## config.mk

```make
export PLATFORM = sky130hd
export DESIGN_NAME = vram_glyph_writer_flat
export DESIGN_NICKNAME = d
export VERILOG_FILES = /design/src/rtl/vram_glyph_writer_if.sv /design/src/rtl/vram_glyph_writer.sv /design/src/flat_wrapper.sv
export SDC_FILE = /design/constraint.sdc
export NUM_CORES = 1
export LEC_CHECK = 0
export BUFFER_PORTS_ARGS = -buffer_cell sky130_fd_sc_hd__buf_2
export CAP_MARGIN = 20
export CELL_PAD_IN_SITES_DETAIL_PLACEMENT = 1
export CELL_PAD_IN_SITES_GLOBAL_PLACEMENT = 1
export CORE_UTILIZATION = 45
export DETAILED_ROUTE_END_ITERATION = 8
export HOLD_SLACK_MARGIN = 0.02
export PLACE_DENSITY = 0.82
export SLEW_MARGIN = 20
export SYNTH_ARGS = -nofsm -noshare
export SYNTH_HDL_FRONTEND = slang
export SYNTH_SLANG_ARGS = --single-unit
```

## constraint.sdc

```tcl
create_clock -name CLK -period 6.2 [get_ports CLK]
set_input_delay 0.93 -clock CLK [delete_from_list [all_inputs] [get_ports CLK]]
set_output_delay 0.93 -clock CLK [all_outputs]
set_load 0.02 [all_outputs]
```

## src/rtl/vram_glyph_writer_if.sv

```systemverilog
// Bus bundle for vram_glyph_writer: character handshake, glyph ROM port and
// framebuffer write port. The slave modport is the writer's view; the master
// modport is the surrounding system (code source, ROM, framebuffer).
// Optional inverse-video input exists only when VRAM_GLYPH_INVERSE_EN is defined.
interface vram_glyph_writer_if;
  logic        char_valid;
  logic [7:0]  char_code;
  logic        char_ready;
`ifdef VRAM_GLYPH_INVERSE_EN
  logic        inv;
`endif
  logic [12:0] rom_addr;
  logic [15:0] rom_data;
  logic        wr_en;
  logic [13:0] wr_addr;
  logic [31:0] wr_data;
  logic [1:0]  wr_be;

`ifdef VRAM_GLYPH_INVERSE_EN
  modport slave (input char_valid, char_code, inv, rom_data,
                 output char_ready, rom_addr, wr_en, wr_addr, wr_data, wr_be);
  modport master (output char_valid, char_code, inv, rom_data,
                  input char_ready, rom_addr, wr_en, wr_addr, wr_data, wr_be);
`else
  modport slave (input char_valid, char_code, rom_data,
                 output char_ready, rom_addr, wr_en, wr_addr, wr_data, wr_be);
  modport master (output char_valid, char_code, rom_data,
                  input char_ready, rom_addr, wr_en, wr_addr, wr_data, wr_be);
`endif
endinterface

```

## src/rtl/vram_glyph_writer.sv

```systemverilog
// vram_glyph_writer: takes character codes, fetches 16x32 glyph rows from an
// external ROM and writes them into a 1bpp 32-bit-word framebuffer at the text
// cursor. Handles clear-screen (0x0C), newline (0x0A) and carriage return (0x0D).
// Optional inverse video is enabled by defining VRAM_GLYPH_INVERSE_EN.
module vram_glyph_writer #(
  parameter int COLS           = 40,
  parameter int ROWS           = 15,
  parameter int GLYPH_H        = 32,
  parameter int WORDS_PER_LINE = 20,
  parameter int FB_WORDS       = 9600
) (
  input  logic                    CLK,
  input  logic                    reset,
  vram_glyph_writer_if.slave      bus,
  output logic [5:0]              cur_col,
  output logic [3:0]              cur_row
);

  typedef enum logic [1:0] {IDLE, GLYPH, CLEAR} state_t;

  state_t      state, state_d;
  logic [5:0]  cnt, cnt_d;          // glyph lines already written (0..GLYPH_H)
  logic [13:0] ptr, ptr_d;          // next framebuffer address to write
  logic [7:0]  code, code_d;        // latched glyph code
  logic [5:0]  col_d;
  logic [3:0]  row_d;
  logic [12:0] rom_addr_q, rom_addr_d;
  logic        wr_en_q, wr_en_d;
  logic [13:0] wr_addr_q, wr_addr_d;
  logic [1:0]  wr_be_q, wr_be_d;
  logic [13:0] row_base;
  logic [15:0] half;
  logic        accept;
`ifdef VRAM_GLYPH_INVERSE_EN
  logic        inv_q, inv_d;
`endif

  assign accept   = bus.char_valid && (state == IDLE);
  // Start of the current text row in the framebuffer, computed at full width.
  assign row_base = 14'(cur_row) * 14'(GLYPH_H * WORDS_PER_LINE);

  assign bus.char_ready = (state == IDLE);
  assign bus.rom_addr   = rom_addr_q;
  assign bus.wr_en      = wr_en_q;
  assign bus.wr_addr    = wr_addr_q;
  assign bus.wr_be      = wr_be_q;

  // ROM data arrives the cycle the write is presented, so data is steered
  // combinationally into the enabled half; wr_be=0 (idle/reset) and
  // wr_be=11 (clear) both give zero data.
  always_comb begin
`ifdef VRAM_GLYPH_INVERSE_EN
    half = inv_q ? ~bus.rom_data : bus.rom_data;
`else
    half = bus.rom_data;
`endif
    case (wr_be_q)
      2'b10:   bus.wr_data = {half, 16'h0};
      2'b01:   bus.wr_data = {16'h0, half};
      default: bus.wr_data = 32'h0;
    endcase
  end

  // Next-state, cursor and write-port decode.
  always_comb begin
    state_d    = state;
    cnt_d      = cnt;
    ptr_d      = ptr;
    code_d     = code;
    col_d      = cur_col;
    row_d      = cur_row;
    rom_addr_d = rom_addr_q;
    wr_en_d    = 1'b0;
    wr_addr_d  = wr_addr_q;
    wr_be_d    = 2'b00;
`ifdef VRAM_GLYPH_INVERSE_EN
    inv_d      = inv_q;
`endif
    case (state)
      IDLE: begin
        if (accept) begin
          case (bus.char_code)
            8'h0C: begin
              state_d = CLEAR;
              ptr_d   = 14'd0;
            end
            8'h0A: begin
              col_d = 6'd0;
              row_d = (cur_row == 4'(ROWS - 1)) ? 4'd0 : cur_row + 4'd1;
            end
            8'h0D: col_d = 6'd0;
            default: begin
              state_d    = GLYPH;
              cnt_d      = 6'd0;
              code_d     = bus.char_code;
              rom_addr_d = {bus.char_code, 5'd0};
              ptr_d      = row_base + {9'd0, cur_col[5:1]};
`ifdef VRAM_GLYPH_INVERSE_EN
              inv_d      = bus.inv;
`endif
            end
          endcase
        end
      end
      GLYPH: begin
        if (cnt == 6'(GLYPH_H)) begin
          // All lines written: advance cursor, wrapping to the top with no scroll.
          state_d = IDLE;
          if (cur_col == 6'(COLS - 1)) begin
            col_d = 6'd0;
            row_d = (cur_row == 4'(ROWS - 1)) ? 4'd0 : cur_row + 4'd1;
          end else begin
            col_d = cur_col + 6'd1;
          end
        end else begin
          wr_en_d   = 1'b1;
          wr_addr_d = ptr;
          wr_be_d   = cur_col[0] ? 2'b01 : 2'b10;
          ptr_d     = ptr + 14'(WORDS_PER_LINE);
          cnt_d     = cnt + 6'd1;
          if (cnt != 6'(GLYPH_H - 1))
            rom_addr_d = {code, cnt_d[4:0]};
        end
      end
      CLEAR: begin
        if (ptr == 14'(FB_WORDS)) begin
          state_d = IDLE;
          col_d   = 6'd0;
          row_d   = 4'd0;
        end else begin
          wr_en_d   = 1'b1;
          wr_addr_d = ptr;
          wr_be_d   = 2'b11;
          ptr_d     = ptr + 14'd1;
        end
      end
      default: state_d = IDLE;
    endcase
  end

  // State and registered outputs; reset aborts any operation immediately.
  always_ff @(posedge CLK or posedge reset) begin
    if (reset) begin
      state      <= IDLE;
      cnt        <= 6'd0;
      ptr        <= 14'd0;
      code       <= 8'd0;
      cur_col    <= 6'd0;
      cur_row    <= 4'd0;
      rom_addr_q <= 13'd0;
      wr_en_q    <= 1'b0;
      wr_addr_q  <= 14'd0;
      wr_be_q    <= 2'b00;
`ifdef VRAM_GLYPH_INVERSE_EN
      inv_q      <= 1'b0;
`endif
    end else begin
      state      <= state_d;
      cnt        <= cnt_d;
      ptr        <= ptr_d;
      code       <= code_d;
      cur_col    <= col_d;
      cur_row    <= row_d;
      rom_addr_q <= rom_addr_d;
      wr_en_q    <= wr_en_d;
      wr_addr_q  <= wr_addr_d;
      wr_be_q    <= wr_be_d;
`ifdef VRAM_GLYPH_INVERSE_EN
      inv_q      <= inv_d;
`endif
    end
  end

endmodule

```

## src/flat_wrapper.sv

```systemverilog
// flat-port wrapper written by rule: the top's interface ports become plain ports
module vram_glyph_writer_flat 
#(
  parameter int COLS           = 40,
  parameter int ROWS           = 15,
  parameter int GLYPH_H        = 32,
  parameter int WORDS_PER_LINE = 20,
  parameter int FB_WORDS       = 9600
)
  (CLK, reset, cur_col, cur_row, bus_char_valid, bus_char_code, bus_rom_data, bus_char_ready, bus_rom_addr, bus_wr_en, bus_wr_addr, bus_wr_data, bus_wr_be);
  vram_glyph_writer_if bus_i ();
  input  logic CLK;
  input  logic reset;
  output logic [5:0] cur_col;
  output logic [3:0] cur_row;
  input wire logic [$bits(bus_i.char_valid)-1:0] bus_char_valid;
  input wire logic [$bits(bus_i.char_code)-1:0] bus_char_code;
  input wire logic [$bits(bus_i.rom_data)-1:0] bus_rom_data;
  output wire logic [$bits(bus_i.char_ready)-1:0] bus_char_ready;
  output wire logic [$bits(bus_i.rom_addr)-1:0] bus_rom_addr;
  output wire logic [$bits(bus_i.wr_en)-1:0] bus_wr_en;
  output wire logic [$bits(bus_i.wr_addr)-1:0] bus_wr_addr;
  output wire logic [$bits(bus_i.wr_data)-1:0] bus_wr_data;
  output wire logic [$bits(bus_i.wr_be)-1:0] bus_wr_be;
  assign bus_i.char_valid = bus_char_valid;
  assign bus_i.char_code = bus_char_code;
  assign bus_i.rom_data = bus_rom_data;
  assign bus_char_ready = bus_i.char_ready;
  assign bus_rom_addr = bus_i.rom_addr;
  assign bus_wr_en = bus_i.wr_en;
  assign bus_wr_addr = bus_i.wr_addr;
  assign bus_wr_data = bus_i.wr_data;
  assign bus_wr_be = bus_i.wr_be;
  vram_glyph_writer #(.COLS(COLS), .ROWS(ROWS), .GLYPH_H(GLYPH_H), .WORDS_PER_LINE(WORDS_PER_LINE), .FB_WORDS(FB_WORDS)) u_core (.CLK(CLK), .reset(reset), .bus(bus_i), .cur_col(cur_col), .cur_row(cur_row));
endmodule
```

== Word level (Yosys, flattened, before mapping) ==
Cells that the tools add are included.

* Output and inout port bits: 73
* Register bits after elaboration: 70
* Word-level logic and storage cells: 99

* Bitwise operators: 1
* Add/sub/neg operators: 6
* Reduce and logical (&&, ||, !) cells: 15
* Multiplexer cells: 43
* Equal/unequal tests: 23
* Multipliers: 1

{| class="wikitable"
|+ Operators with widths
! cell !! number
|-
| 14-bit two-way mux || 5
|-
| 32-bit case mux with 2 select lines || 1
|-
| 14-bit case mux with 2 select lines || 2
|-
| 13-bit two-way mux || 4
|-
| 6-bit two-way mux || 8
|-
| 14-bit case mux with 3 select lines || 1
|-
| 13-bit case mux with 2 select lines || 1
|-
| 8-bit by 4-bit == test with 1-bit output, second input constant || 3
|-
| 4-bit two-way mux || 6
|-
| 6-bit case mux with 3 select lines || 1
|-
| 5-bit AND reduction || 3
|-
| 14-bit by 1-bit adder with 14-bit output, second input constant || 1
|-
| 14-bit by 5-bit adder with 14-bit output || 1
|-
| 14-bit by 5-bit adder with 14-bit output, second input constant || 1
|-
| 14-bit == test, second input constant || 1
|-
| 6-bit by 1-bit adder with 6-bit output, second input constant || 2
|-
| 6-bit == test, second input constant || 2
|-
| 2-bit two-way mux || 6
|-
| 2-bit by 1-bit != test with 1-bit output, second input constant || 6
|-
| 4-bit case mux with 3 select lines || 1
|-
| 6-bit case mux with 2 select lines || 1
|-
| 2-bit != test, second input constant || 5
|-
| 2-bit case mux with 2 select lines || 2
|-
| 4-bit AND reduction || 2
|-
| other kinds (18) || 23
|}

== Longest topological paths before layout ==
Gate-level depths: netlist of the first run.

* Word-level depth: 5
* Depth in mapped cells: 9
* Depth with buffers taken out: 8

== Least setup slack after synthesis of the first run ==
OpenSTA, ideal clock, no wires.

* Path type: input -> register
* From: input port bus_char_code[4]
* To: register u_core.rom_addr_q[12] (netlist: u_core.bus.rom_addr[12])
* Required time: 6075 ps
* Buffers on the path: 1
* Setup slack: 3502 ps
* Stages: 6
* Data arrival time: 2574 ps
* Setup time: 125 ps
* Cells stage by stage: nor3b_1 -> o211ai_1 -> and3_1 -> o211ai_1 -> buf_4 -> mux2_2

* Cells in the longest elaborated chain, start to end: 4
* Elaborated cells between the ends (all ways): 6
* Classes of those cells: 4 x eq/ne; 2 x reduce/logical

{| class="wikitable"
|+ RTL lines
! what !! RTL line !! source
|-
| from (decl) || flat_wrapper.sv:17 || <nowiki>input wire logic [$bits(bus_i.char_code)-1:0] bus_char_code;</nowiki>
|-
| 8-bit by 4-bit == test with 1-bit output || vram_glyph_writer.sv:82 || <nowiki>case (bus.char_code)</nowiki>
|-
| 3-bit OR reduction (no source line) * || n/a ||
|-
| 2-bit != test (no source line) * || n/a ||
|-
| 5-bit AND reduction (no source line) * || n/a ||
|-
| to (signal assigned) || vram_glyph_writer.sv:164 || <nowiki>rom_addr_q <= rom_addr_d;</nowiki>
|-
| to (decl) || vram_glyph_writer.sv:27 || <nowiki>logic [12:0] rom_addr_q, rom_addr_d;</nowiki>
|}

Every way passes the cells marked *; elsewhere a longest branch is shown, timed or not.
A chain may end at the register's enable or synchronous reset.

== Final worst setup path of the first run ==
* From: register u_core.wr_be_q[0] (netlist: u_core.bus.wr_be[0])
* To: output port bus_wr_data[12]

* Cells in the longest elaborated chain, start to end: 2
* Elaborated cells between the ends (all ways): 3
* Classes of those cells: 2 x eq/ne; 1 x mux

{| class="wikitable"
|+ RTL lines
! what !! RTL line !! source
|-
| from (decl) || vram_glyph_writer.sv:30 || <nowiki>logic [1:0] wr_be_q, wr_be_d;</nowiki>
|-
| from (signal assigned) || vram_glyph_writer.sv:167 || <nowiki>wr_be_q <= wr_be_d;</nowiki>
|-
| 2-bit by 1-bit == test with 1-bit output or 2-bit == test (tied branches) || vram_glyph_writer.sv:57 || <nowiki>case (wr_be_q)</nowiki>
|-
| 32-bit case mux with 2 select lines * || vram_glyph_writer.sv:57 ||
|-
| to (decl) || flat_wrapper.sv:23 || <nowiki>output wire logic [$bits(bus_i.wr_data)-1:0] bus_wr_data;</nowiki>
|}

Marked as above.

==> metrics.log, run 1 <==
[metrics] maximum cell stage delay along the critical path: ~0.63 ns
[metrics] CP max stage cell: nor2b_1
[metrics] max-capacitance violation count: 0
[metrics] Fin Clk Skew: around 0.014 ns
[metrics] Buffers on Ports: 99
[metrics] transition time at the pin with the least slew margin: 0.971 ns
[metrics] Skew-Pair Late Insertion Delay: ~0.35 ns
[metrics] met3 layer wire length in the routed design: a little over 700 µm
[metrics] max-slew violation count: 0
[metrics] number of remaining DRC errors: 0
[metrics] clock buffers created by TritonCTS: 9
[metrics] buffer count from post-CTS setup fixing: 0
[metrics] nature of the critical path startpoint: flip-flop
[metrics] routability congestion estimate from global placement: between 0.8 and 0.9
[metrics] Max FO, Critical Path: 16
[metrics] buffers and inverters on the worst path: 2
[metrics] vias per std cell: 5.83
[metrics] total setup violations reported at the end of the flow: 0
[metrics] H-tree levels: 3
[metrics] Worst setup EP type: output pin
[metrics] synthesis-stage register bit count: 70
[metrics] CP Cell Sequence: inv_1, ha_1, nor2b_1, and2_1, buf_2
[metrics] net count after synthesis: 504
[metrics] Leakage: 2.51 nW
[metrics] starting utilization of the core area: 47.2%
[metrics] n_diodes: 0
[metrics] reg-to-reg critical path endpoint: u_core.bus.wr_addr[11]
[metrics] routed len/inst: approximately 19 µm
[metrics] routed length on met2: 6300 µm
[metrics] Met1 Routed Length: ~5600 µm
[metrics] HP Class: flip-flop to flip-flop
[metrics] via count of the first global-routing pass: roughly 4000
[metrics] most frequent standard cell in the layout excluding fill and tap cells: buf_2
[metrics] DRC marker count from the first detailed-route iteration: 204
[metrics] total half-perimeter wirelength after legalization and detailed placement: between 9000 and 10000 µm
[metrics] height of the die: around 100 µm
[metrics] reg2reg path depth: 6
[metrics] first-pass iteration count of the detailed router: 4
[metrics] cell area after synthesis: 4430 µm²
[metrics] instance count along the most critical hold path: 2
[metrics] uppermost signal routing layer after detailed routing: met4
[metrics] fraction of layout cells with a size suffix above 1: 30.6%
[metrics] TNS Setup: 0 ns
[metrics] Die W: 101 µm
[metrics] placeable core area: 9370 µm²
[metrics] post-layout minimum cycle time: 3.01 ns
[metrics] TritonCTS clock tree: done
[metrics] Max rail drop VDD: ~0.00023 V
[metrics] count of flip-flops with a built-in enable after synthesis: 0
[metrics] final critical-path share of the clock period: 48.5%
[metrics] number of buffers inserted by hold repair at cts: 0
[metrics] clock net sink count: 70
[metrics] sum of overflow across all layers after global routing: 0
[metrics] IO Count: 100
[metrics] clock-pin transition on the worst setup and hold timing paths: 0.07 ns
[metrics] status: finished, final reports clean
[metrics] via count: 3969
[metrics] Die Area: ~10000 µm²
[metrics] sequential fraction of the synthesis area: 39.6%
[metrics] worst slew slack as a fraction of its limit: 35.3%
[metrics] Cell variety after synth: 67
[metrics] final wirelength: 12800 µm
[metrics] minimum setup slack among reg-to-reg paths: 3.23 ns
[metrics] class of the most critical setup path: flip-flop to output pin
[metrics] number of resized instances in the post-cts repair step: 0
[metrics] synth warn: 0
[metrics] average cell area after synthesis: 9.71 µm²
[metrics] CP required: ~5.3 ns
[metrics] areal power density over the cells: 461 nW/µm²
[metrics] FF-to-FF Start: u_core.state[0]
[metrics] pin count of the biggest net entering global routing: 71
[metrics] dominant delay contributor by cell family on the critical path: simple AND/OR/NAND/NOR gates
[metrics] maximum operating frequency: 333 MHz
[metrics] DRT antenna net count: 0
[metrics] buffer levels on the longest clock path: 2
[metrics] startpoint of the worst hold path: u_core.bus.wr_addr[3]
[metrics] FILL cells: 1093
[metrics] post-layout net count: about 600
[metrics] most frequent cells in the layout: 99 x buf_2, 70 x dfrtp_1, 41 x nand2_1
[metrics] final hold vios: 0
[metrics] standard-cell row count: 35
[metrics] crit path DAT: 2.08 ns
[metrics] Tot GR Track Use: 26.4%
[metrics] Min-Delay Endpoint: u_core.bus.wr_addr[3]
[metrics] Synth async-reset ratio: between 90% and 100%
[metrics] post-synthesis to final-layout area growth: 18.2%
[metrics] synthesized instance count: 456
[metrics] wire length of the first global-routing pass: ~21000 µm
[metrics] Root Driver: clkbuf_8
[metrics] setup repair after global routing missed its margin: no
[metrics] number of antenna violations at the first check in global routing: 0
[metrics] Total Power: 2.41 mW
[metrics] main flop type after synthesis: dfrtp_1
-- synth_stat cells, drive strengths merged, types with 3 or more instances --
cell	n	area share, %
or3	3	0.42
o32ai	3	0.59
nand4b	3	0.59
a22oi	3	0.51
and3	7	0.99
nand2	41	3.5
o22ai	3	0.42
nor2	17	1.5
nor3b	4	0.68
buf	7	1.2
xnor2	5	0.99
dfrtp	70	40
o41ai	3	0.93
o21ai	34	3.8
nor3	6	0.68
nand4	5	0.71
mux2	36	9.2
a31oi	4	0.57
a21o	4	0.71
nor4	3	0.42
o31ai	9	1.8
a22o	3	0.59
a41o	3	0.68
o211ai	7	1.3
nor2b	5	0.71
clkbuf	15	1.3
ha	20	5.7
a21oi	10	1.1
inv	28	2.4
and2	34	4.8
or4	4	0.76
a2bb2oi	3	0.59
mux2i	5	1.1
o2111ai	5	1.4
nand3	14	1.7
or2	4	0.62
-- kinds of logic after synthesis --
logic type | share of synthesized area (%)
compound gates | 18.9
xor+xnor | 1.39
fa+ha+maj | 6.11
buf+inv | 4.81
flops | 39.6
mux | 10.3
simple gates | 19.0
-- worst max-delay path by stage --
stage,startpoint,endpoint,slack [ns],cells after the start
after global placement,bus_char_code[4],u_core.bus.rom_addr[5],3.20,7
after detailed placement,bus_char_code[4],u_core.bus.rom_addr[6],3.02,7
after CTS,u_core.bus.wr_be[0],bus_wr_data[15],3.18,5
after global routing,u_core.state[0],u_core.bus.wr_addr[4],3.05,6
after floorplan,reset,u_core.bus.rom_addr[0],3.50,1
final,u_core.bus.wr_be[0],bus_wr_data[12],3.19,5
-- where the power goes --
group	internal (mW)	switching [mW]	total, mW
Combinational	0.472	0.690	1.16
Clock	0.249	0.180	0.429
Sequential	0.627	0.192	0.820
Total	1.35	1.06	2.41
-- area by class of cell --
class	instances	area [µm²]	area share, %
Inverter	28	105	2.01
Timing Repair Buffer	102	518	9.90
Clock buffer	11	151	2.89
Clock inverter	5	81.3	1.56
Multi-Input combinational cell	336	2460	47.1
Tap cell	129	161	3.09
Sequential cell	70	1750	33.5
-- routing by layer --
layer  vias up  global-route usage [%]
met2       130                    46.3
met4         0                    8.58
met3        17                    3.59
li1       1837                       -
met1      1985                    33.9
met5         -                       0
-- flip-flops by register name, indices dropped and copies added (netlist names) --
| register | count |
|---|---|
| u_core.bus.wr_en | 1 |
| u_core.cnt | 6 |
| u_core.ptr | 14 |
| u_core.state | 2 |
| u_core.cur_row | 4 |
| u_core.bus.rom_addr | 13 |
| u_core.bus.wr_be | 2 |
| u_core.cur_col | 6 |
| u_core.code | 8 |
| u_core.bus.wr_addr | 14 |
-- worst min-delay path, cell delays in order (launching register included) --
cell and delay, ns:
dfrtp_1 0.34, nand2_1 0.05, o21ai_0 0.06
-- through the flow --
stage          hold WS [ns]  cell area, µm²  util [%]  worst slack, ns  std cells
2_1_floorplan         0.475            4430         -             3.50        456
3_3_place_gp          0.463            5000      53.3             3.20        665
3_5_place_dp          0.473            5000      53.3             3.02        665
4_1_cts               0.489            5230      55.8             3.18        681
5_1_grt               0.508            5230      55.8             3.05        681
6_report              0.483            5230      55.8             3.19        681
(Power assumes the default switching activity.)
==> inputs of run 2 (changes only) <==
- CORE_UTILIZATION: 45 -> 42
- PLACE_DENSITY: 0.82 -> 0.77
- clock period: 6.2 -> 3 ns (I/O delays scaled with it)
==> run 2 against run 1 <==
Against the previous run:
- count of clock-buffer cells in the layout rose by 1
- final cell count rose by 2.6%
- setup slack got worse by 2.7 ns
- combinational power rose by 110%
- non-clock buffer count rose by 11
- critical path depth did not move
- clock power rose by 60%
- register-to-register slack got worse by 2.8 ns
- clock skew fell by 0.0048 ns
- global-route usage fell by 2.4 points
- utilization fell by 4.7 points
- first-iteration DRC count fell by 29%
==> metrics.log, run 2 (synthesis results as in run 1) <==
[metrics] status: finished, final reports clean (unchanged)
[metrics] final hold vios: 0 (unchanged)
[metrics] H-tree levels: 3 (unchanged)
[metrics] max-slew violation count: 0 (unchanged)
[metrics] number of resized instances in the post-cts repair step: 0 (unchanged)
[metrics] buffer levels on the longest clock path: 2 (unchanged)
[metrics] number of buffers inserted by hold repair at cts: 0 (unchanged)
[metrics] pin count of the biggest net entering global routing: 30 (was 71)
[metrics] wire length of the first global-routing pass: 20900 µm (was 20800 µm)
[metrics] Max FO, Critical Path: 16 (unchanged)
[metrics] DRT antenna net count: 0 (unchanged)
[metrics] post-layout minimum cycle time: 2.55 ns
[metrics] Skew-Pair Late Insertion Delay: 0.36 ns (was 0.35 ns)
[metrics] n_diodes: 0 (unchanged)
[metrics] maximum operating frequency: 392 MHz
[metrics] setup repair after global routing missed its margin: no (unchanged)
[metrics] internal power: 2.64 mW (was 1.35 mW)
[metrics] clock buffers created by TritonCTS: 9 (unchanged)
[metrics] total half-perimeter wirelength after legalization and detailed placement: 9460 µm (was 9440 µm)
[metrics] TNS Setup: 0 ns (unchanged)
[metrics] Leakage: 2.54 nW (was 2.51 nW)
[metrics] Reg power frac: 34.4% (was 34.0%)
[metrics] height of the die: 105 µm (was 101 µm)
[metrics] Max rail drop VDD: 0.000435 V (was 0.000226 V)
[metrics] Fin Hold WS: 0.145 ns (was 0.483 ns)
[metrics] most frequent standard cell in the layout excluding fill and tap cells: buf_2 (unchanged)
[metrics] nature of the critical path startpoint: flip-flop (unchanged)
[metrics] Die W: 105 µm (was 101 µm)
[metrics] starting utilization of the core area: 43.1% (was 47.2%)
[metrics] via count of the first global-routing pass: 4121 (was 4079)
[metrics] sum of overflow across all layers after global routing: 0 (unchanged)
[metrics] IO Count: 100 (unchanged)
[metrics] Switching Share: 45.1% (was 44.1%)
[metrics] routed len/inst: 18.2 µm (was 18.8 µm)
[metrics] TritonCTS clock tree: done (unchanged)
[metrics] post-synthesis to final-layout area growth: 18.8% (was 18.2%)
[metrics] Buffers on Ports: 99 (unchanged)
[metrics] clock net sink count: 70 (unchanged)
[metrics] crit path DAT: 2.10 ns (was 2.08 ns)
[metrics] areal power density over the cells: 915 nW/µm² (was 461 nW/µm²)
[metrics] via count: 3951 (was 3969)
[metrics] number of antenna violations at the first check in global routing: 0 (unchanged)
[metrics] routability congestion estimate from global placement: 0.885 (was 0.827)
[metrics] worst slew slack as a fraction of its limit: 40.4% (was 35.3%)
[metrics] final wirelength: 12700 µm (was 12800 µm)
[metrics] CP required: 2.55 ns (was 5.27 ns)
[metrics] DRC marker count from the first detailed-route iteration: 145 (was 204)
[metrics] Worst setup EP type: output pin (unchanged)
[metrics] placeable core area: 10300 µm² (was 9370 µm²)
[metrics] reg-to-reg critical path endpoint: u_core.bus.wr_addr[4] (was u_core.bus.wr_addr[11])
[metrics] Tot GR Track Use: 24.0% (was 26.4%)
[metrics] net switching power figure: 2.17 mW (was 1.06 mW)
[metrics] vias per std cell: 5.65 (was 5.83)
[metrics] fraction of power consumed by combinational cells: 51.4% (was 48.2%)
[metrics] FF-to-FF Start: u_core.ptr[9] (was u_core.state[0])
[metrics] total setup violations reported at the end of the flow: 0 (unchanged)
[metrics] transition time at the pin with the least slew margin: 0.892 ns (was 0.971 ns)
[metrics] Die Area: 11000 µm² (was 10200 µm²)
[metrics] final critical-path share of the clock period: 85.0%
[metrics] post-layout net count: 606 (was 595)
[metrics] Root Driver: clkbuf_8 (unchanged)
[metrics] reg2reg path depth: 4 (was 6)
[metrics] share of total power in the clock network: 14.2% (was 17.8%)
[metrics] first-pass iteration count of the detailed router: 4 (unchanged)
[metrics] most frequent cells in the layout: 99 x buf_2, 70 x dfrtp_1, 41 x nand2_1 (unchanged)
[metrics] buffer count from post-CTS setup fixing: 0 (unchanged)
[metrics] Fin Clk Skew: 0.00886 ns (was 0.0136 ns)
[metrics] number of remaining DRC errors: 0 (unchanged)
[metrics] fraction of layout cells with a size suffix above 1: 31.6% (was 30.6%)
[metrics] clock-pin transition on the worst setup and hold timing paths: 0.08 ns (was 0.07 ns)
[metrics] max-capacitance violation count: 0 (unchanged)
[metrics] minimum setup slack among reg-to-reg paths: 0.48 ns (was 3.23 ns)
[metrics] HP Class: input port to async pin (was flip-flop to flip-flop)
[metrics] Total Power: 4.81 mW (was 2.41 mW)
[metrics] final core area utilization: 51.1% (was 55.8%)
[metrics] class of the most critical setup path: flip-flop to output pin (unchanged)
[metrics] standard-cell row count: 37 (was 35)
## run 2: cell count changes in the layout (fill, tap and decap cells not counted)
cell       delta
buf_4        +11
bufinv_16     -2
clkbuf_1      +2
clkbuf_8      -1
clkinv_2      +2
clkinv_4      -1
## run 2: power by group through the flow
stage,Sequential (mW),Combinational (mW),Clock [mW]
6_report,1.65,2.47,0.685
5_1_grt,1.71,2.70,0.742
4_1_cts,1.65,2.50,0.706
3_5_place_dp,1.66,2.48,0
3_3_place_gp,1.64,2.40,0
2_1_floorplan,1.79,1.55,0
## run 2: worst max-delay path by stage
stage                             start                     end  slack (ns)  depth (start not counted)
global placement          u_core.ptr[9]  u_core.bus.wr_addr[11]        0.58                          4
detailed placement        u_core.ptr[9]  u_core.bus.wr_addr[11]        0.49                          4
global route        u_core.bus.wr_be[0]         bus_wr_data[15]        0.28                          5
CTS                 u_core.bus.wr_be[0]         bus_wr_data[14]        0.42                          5
finish              u_core.bus.wr_be[0]         bus_wr_data[14]        0.45                          5
floorplan                         reset  u_core.bus.rom_addr[0]        0.78                          1
## run 2: layout make-up
| cell class | instances | area, µm² |
|---|---|---|
| fillers | 1238 | 5020 |
| multi-input cells | 336 | 2460 |
| flip-flops and latches | 70 | 1750 |
| repair buffers | 113 | 601 |
| well taps | 136 | 170 |
| clock buffers | 12 | 145 |
| inverters | 28 | 105 |
| clock inverters | 4 | 22.5 |
## run 2: critical path: stages, from the launching register on
cell,delay [ns]
dfrtp_1,0.38
inv_1,0.06
ha_1,0.29
nor2b_1,0.61
and2_1,0.22
buf_2,0.17
## run 2: per-stage QoR
| stage | cell area, µm² | setup WS, ns | cells |
|---|---|---|---|
| after floorplan | 4430 | 0.782 | 456 |
| after global placement | 5090 | 0.582 | 683 |
| after detailed placement | 5090 | 0.494 | 683 |
| after CTS | 5260 | 0.419 | 699 |
| after global routing | 5260 | 0.285 | 699 |
| final | 5260 | 0.451 | 699 |
## run 2: routing by layer
metal  track usage [%]  part of all wire, %
met3              3.56                  3.5
met5                 0                    0
met1              30.1                   44
met4              7.44                  1.0
met2              42.5                   52
==> inputs of run 3 (changes only) <==
- clock period: 3 -> 2.35 ns (I/O delays scaled with it)
==> run 3 against run 2 <==
Against the previous run:
- non-clock buffer count rose by 26
- final cell count rose by 3.7%
- total power rose by 40%
- sequential share of layout area fell by 1.9 points
- register-to-register slack got worse by 0.37 ns
- utilization rose by 3.0 points
- clock skew rose by 0.0036 ns
- die area did not move
- sequential cell count did not move
- setup slack got worse by 0.34 ns
- combinational power rose by 44%
- global-route usage rose by 1.3 points
==> metrics.log, run 3 (synthesis results as in run 1) <==
[metrics] reg2reg path depth: 6 (was 4)
[metrics] Max rail drop VDD: 0.000563 V (was 0.000435 V)
[metrics] Fin Hold WS: 0.0623 ns (was 0.145 ns)
[metrics] fraction of layout cells with a size suffix above 1: 35.5% (was 31.6%)
[metrics] pin count of the biggest net entering global routing: 71 (was 30)
[metrics] post-synthesis to final-layout area growth: 25.8% (was 18.8%)
[metrics] status: finished, final reports clean (unchanged)
[metrics] n_diodes: 0 (unchanged)
[metrics] CP Cell Sequence: inv_1, ha_1, nand4b_1, or4_4, o211ai_2, mux2_2 (was inv_1, ha_1, nor2b_1, and2_1, buf_2)
[metrics] fraction of power consumed by combinational cells: 52.7% (was 51.4%)
[metrics] clock net sink count: 70 (unchanged)
[metrics] sequential cell area: 1750 µm² (unchanged)
[metrics] clock buffers created by TritonCTS: 9 (unchanged)
[metrics] Switching Share: 42.1% (was 45.1%)
[metrics] fin worst setup slack: 0.113 ns (was 0.451 ns)
[metrics] Reg power frac: 29.3% (was 34.4%)
[metrics] final design instance area without fill: 5570 µm² (was 5260 µm²)
[metrics] cell area after placement: 5300 µm² (was 5090 µm²)
[metrics] worst slew slack as a fraction of its limit: 64.1% (was 40.4%)
[metrics] Worst setup EP type: flip-flop (was output pin)
[metrics] routability congestion estimate from global placement: 0.845 (was 0.885)
[metrics] IO Count: 100 (unchanged)
[metrics] share of total power in the clock network: 17.9% (was 14.2%)
[metrics] FF-to-FF Start: u_core.ptr[1] (was u_core.ptr[9])
[metrics] total half-perimeter wirelength after legalization and detailed placement: 9800 µm (was 9460 µm)
[metrics] nature of the critical path startpoint: flip-flop (unchanged)
[metrics] H-tree levels: 3 (unchanged)
[metrics] placeable core area: 10300 µm² (unchanged)
[metrics] Root Driver: clkbuf_8 (unchanged)
[metrics] Skew-Pair Late Insertion Delay: 0.35 ns (was 0.36 ns)
[metrics] max-slew violation count: 0 (unchanged)
[metrics] total setup violations reported at the end of the flow: 0 (unchanged)
[metrics] final wirelength: 13300 µm (was 12700 µm)
[metrics] vias per std cell: 5.67 (was 5.65)
[metrics] maximum cell stage delay along the critical path: 0.58 ns (was 0.61 ns)
[metrics] final hold vios: 0 (unchanged)
[metrics] Die W: 105 µm (unchanged)
[metrics] worst setup timing slack at the placement stage: 0.0451 ns (was 0.494 ns)
[metrics] buffer levels on the longest clock path: 2 (unchanged)
[metrics] FILL cells: 1231 (was 1238)
[metrics] standard-cell row count: 37 (unchanged)
[metrics] starting utilization of the core area: 43.1% (unchanged)
[metrics] CP max stage cell: or4_4 (was nor2b_1)
[metrics] transition time at the pin with the least slew margin: 0.537 ns (was 0.892 ns)
[metrics] buffer count from post-CTS setup fixing: 0 (unchanged)
[metrics] final core area utilization: 54.2% (was 51.1%)
[metrics] TritonCTS clock tree: done (unchanged)
[metrics] combined area of the multi-input logic cells: 2480 µm² (was 2460 µm²)
[metrics] Max FO, Critical Path: 10 (was 16)
[metrics] wire length of the first global-routing pass: 22000 µm (was 20900 µm)
[metrics] Die Area: 11000 µm² (unchanged)
[metrics] sum of overflow across all layers after global routing: 0 (unchanged)
[metrics] minimum setup slack among reg-to-reg paths: 0.11 ns (was 0.48 ns)
[metrics] buffers and inverters on the worst path: 1 (was 2)
[metrics] number of antenna violations at the first check in global routing: 0 (unchanged)
[metrics] Fin Clk Skew: 0.0125 ns (was 0.00886 ns)
[metrics] internal power: 3.90 mW (was 2.64 mW)
[metrics] most frequent cells in the layout: 99 x buf_2, 70 x dfrtp_1, 40 x nand2_1 (was 99 x buf_2, 70 x dfrtp_1, 41 x nand2_1)
[metrics] post-layout minimum cycle time: 2.24 ns
[metrics] via count: 4108 (was 3951)
[metrics] first-pass iteration count of the detailed router: 5 (was 4)
[metrics] Buffers on Ports: 99 (unchanged)
[metrics] setup repair after global routing missed its margin: no (unchanged)
[metrics] crit path DAT: 2.47 ns (was 2.10 ns)
[metrics] most frequent standard cell in the layout excluding fill and tap cells: buf_2 (unchanged)
[metrics] final critical-path share of the clock period: 95.2%
[metrics] post-layout net count: 632 (was 606)
[metrics] DRC marker count from the first detailed-route iteration: 114 (was 145)
[metrics] max-capacitance violation count: 0 (unchanged)
[metrics] Leakage: 2.72 nW (was 2.54 nW)
[metrics] CP required: 2.58 ns (was 2.55 ns)
[metrics] areal power density over the cells: 1210 nW/µm² (was 915 nW/µm²)
[metrics] maximum operating frequency: 447 MHz
[metrics] net switching power figure: 2.84 mW (was 2.17 mW)
[metrics] Tot GR Track Use: 25.3% (was 24.0%)
[metrics] dominant delay contributor by cell family on the critical path: simple AND/OR/NAND/NOR gates (unchanged)
[metrics] reg-to-reg critical path endpoint: u_core.bus.wr_addr[6] (was u_core.bus.wr_addr[4])
[metrics] via count of the first global-routing pass: 4410 (was 4121)
[metrics] DRT antenna net count: 0 (unchanged)
[metrics] TNS Setup: 0 ns (unchanged)
[metrics] routed len/inst: 18.3 µm (was 18.2 µm)
[metrics] class of the most critical setup path: flip-flop to flip-flop (was flip-flop to output pin)
[metrics] clock-pin transition on the worst setup and hold timing paths: 0.08 ns (about the same)
[metrics] height of the die: 105 µm (unchanged)
[metrics] HP Class: input port to async pin (unchanged)
[metrics] number of remaining DRC errors: 0 (unchanged)
[run 3: power by group through the flow]
stage                     registers [mW]  clock network, mW  logic, mW
after CTS                           1.98               1.24       3.57
after floorplan                     2.28                  0       1.98
after global routing                2.04               1.28       3.86
after detailed placement            2.00                  0       3.53
after global placement              1.97                  0       3.43
final                               1.98               1.21       3.55
[run 3: worst register-to-register path: cells and delay by family, from the launching register on]
kind / cells / cell delay (ns)
adders and majority gates: 1 / 0.17
DFF: 1 / 0.42
buffers and inverters: 1 / 0.13
and+or+nand+nor: 2 / 0.77
AOI/OAI and AO/OA: 1 / 0.24
muxes: 1 / 0.39
[run 3: final cells by class]
type | count | area share (%)
clock buffers | 14 | 3.46
clock inverters | 2 | 1.08
inverters | 28 | 1.89
multi-input cells | 336 | 44.5
flip-flops and latches | 70 | 31.5
well taps | 136 | 3.06
repair buffers | 139 | 14.5
[run 3: what timing repair did]
action / 4_1_cts / 5_1_grt
resized for setup: 0 / 4
endpoints found under the setup margin: 0 / 25
hold buffers: 0 / 0
[run 3: through the flow]
step / power [mW] / instances
6_report: 6.74 / 725
5_1_grt: 7.18 / 725
4_1_cts: 6.78 / 725
3_5_place_dp: 5.54 / 709
3_3_place_gp: 5.39 / 709
2_1_floorplan: 4.27 / 456
[run 3: how the worst max path moves through the flow]
stage	startpoint	endpoint	cells after the start
detailed placement	u_core.ptr[1]	u_core.ptr[3]	7
finish	u_core.ptr[1]	u_core.bus.wr_addr[6]	6
floorplan	u_core.ptr[9]	u_core.bus.wr_addr[10]	6
CTS	u_core.ptr[1]	u_core.bus.wr_addr[13]	6
global route	u_core.ptr[0]	u_core.bus.wr_addr[6]	6
global placement	u_core.ptr[5]	u_core.ptr[3]	5
[run 3: metal layers]
metal  GRT usage, %  share of wire (%)
met1           30.5                 41
met2           44.9                 52
met3           4.18                4.9
met4           10.3                2.4
met5              0                  0
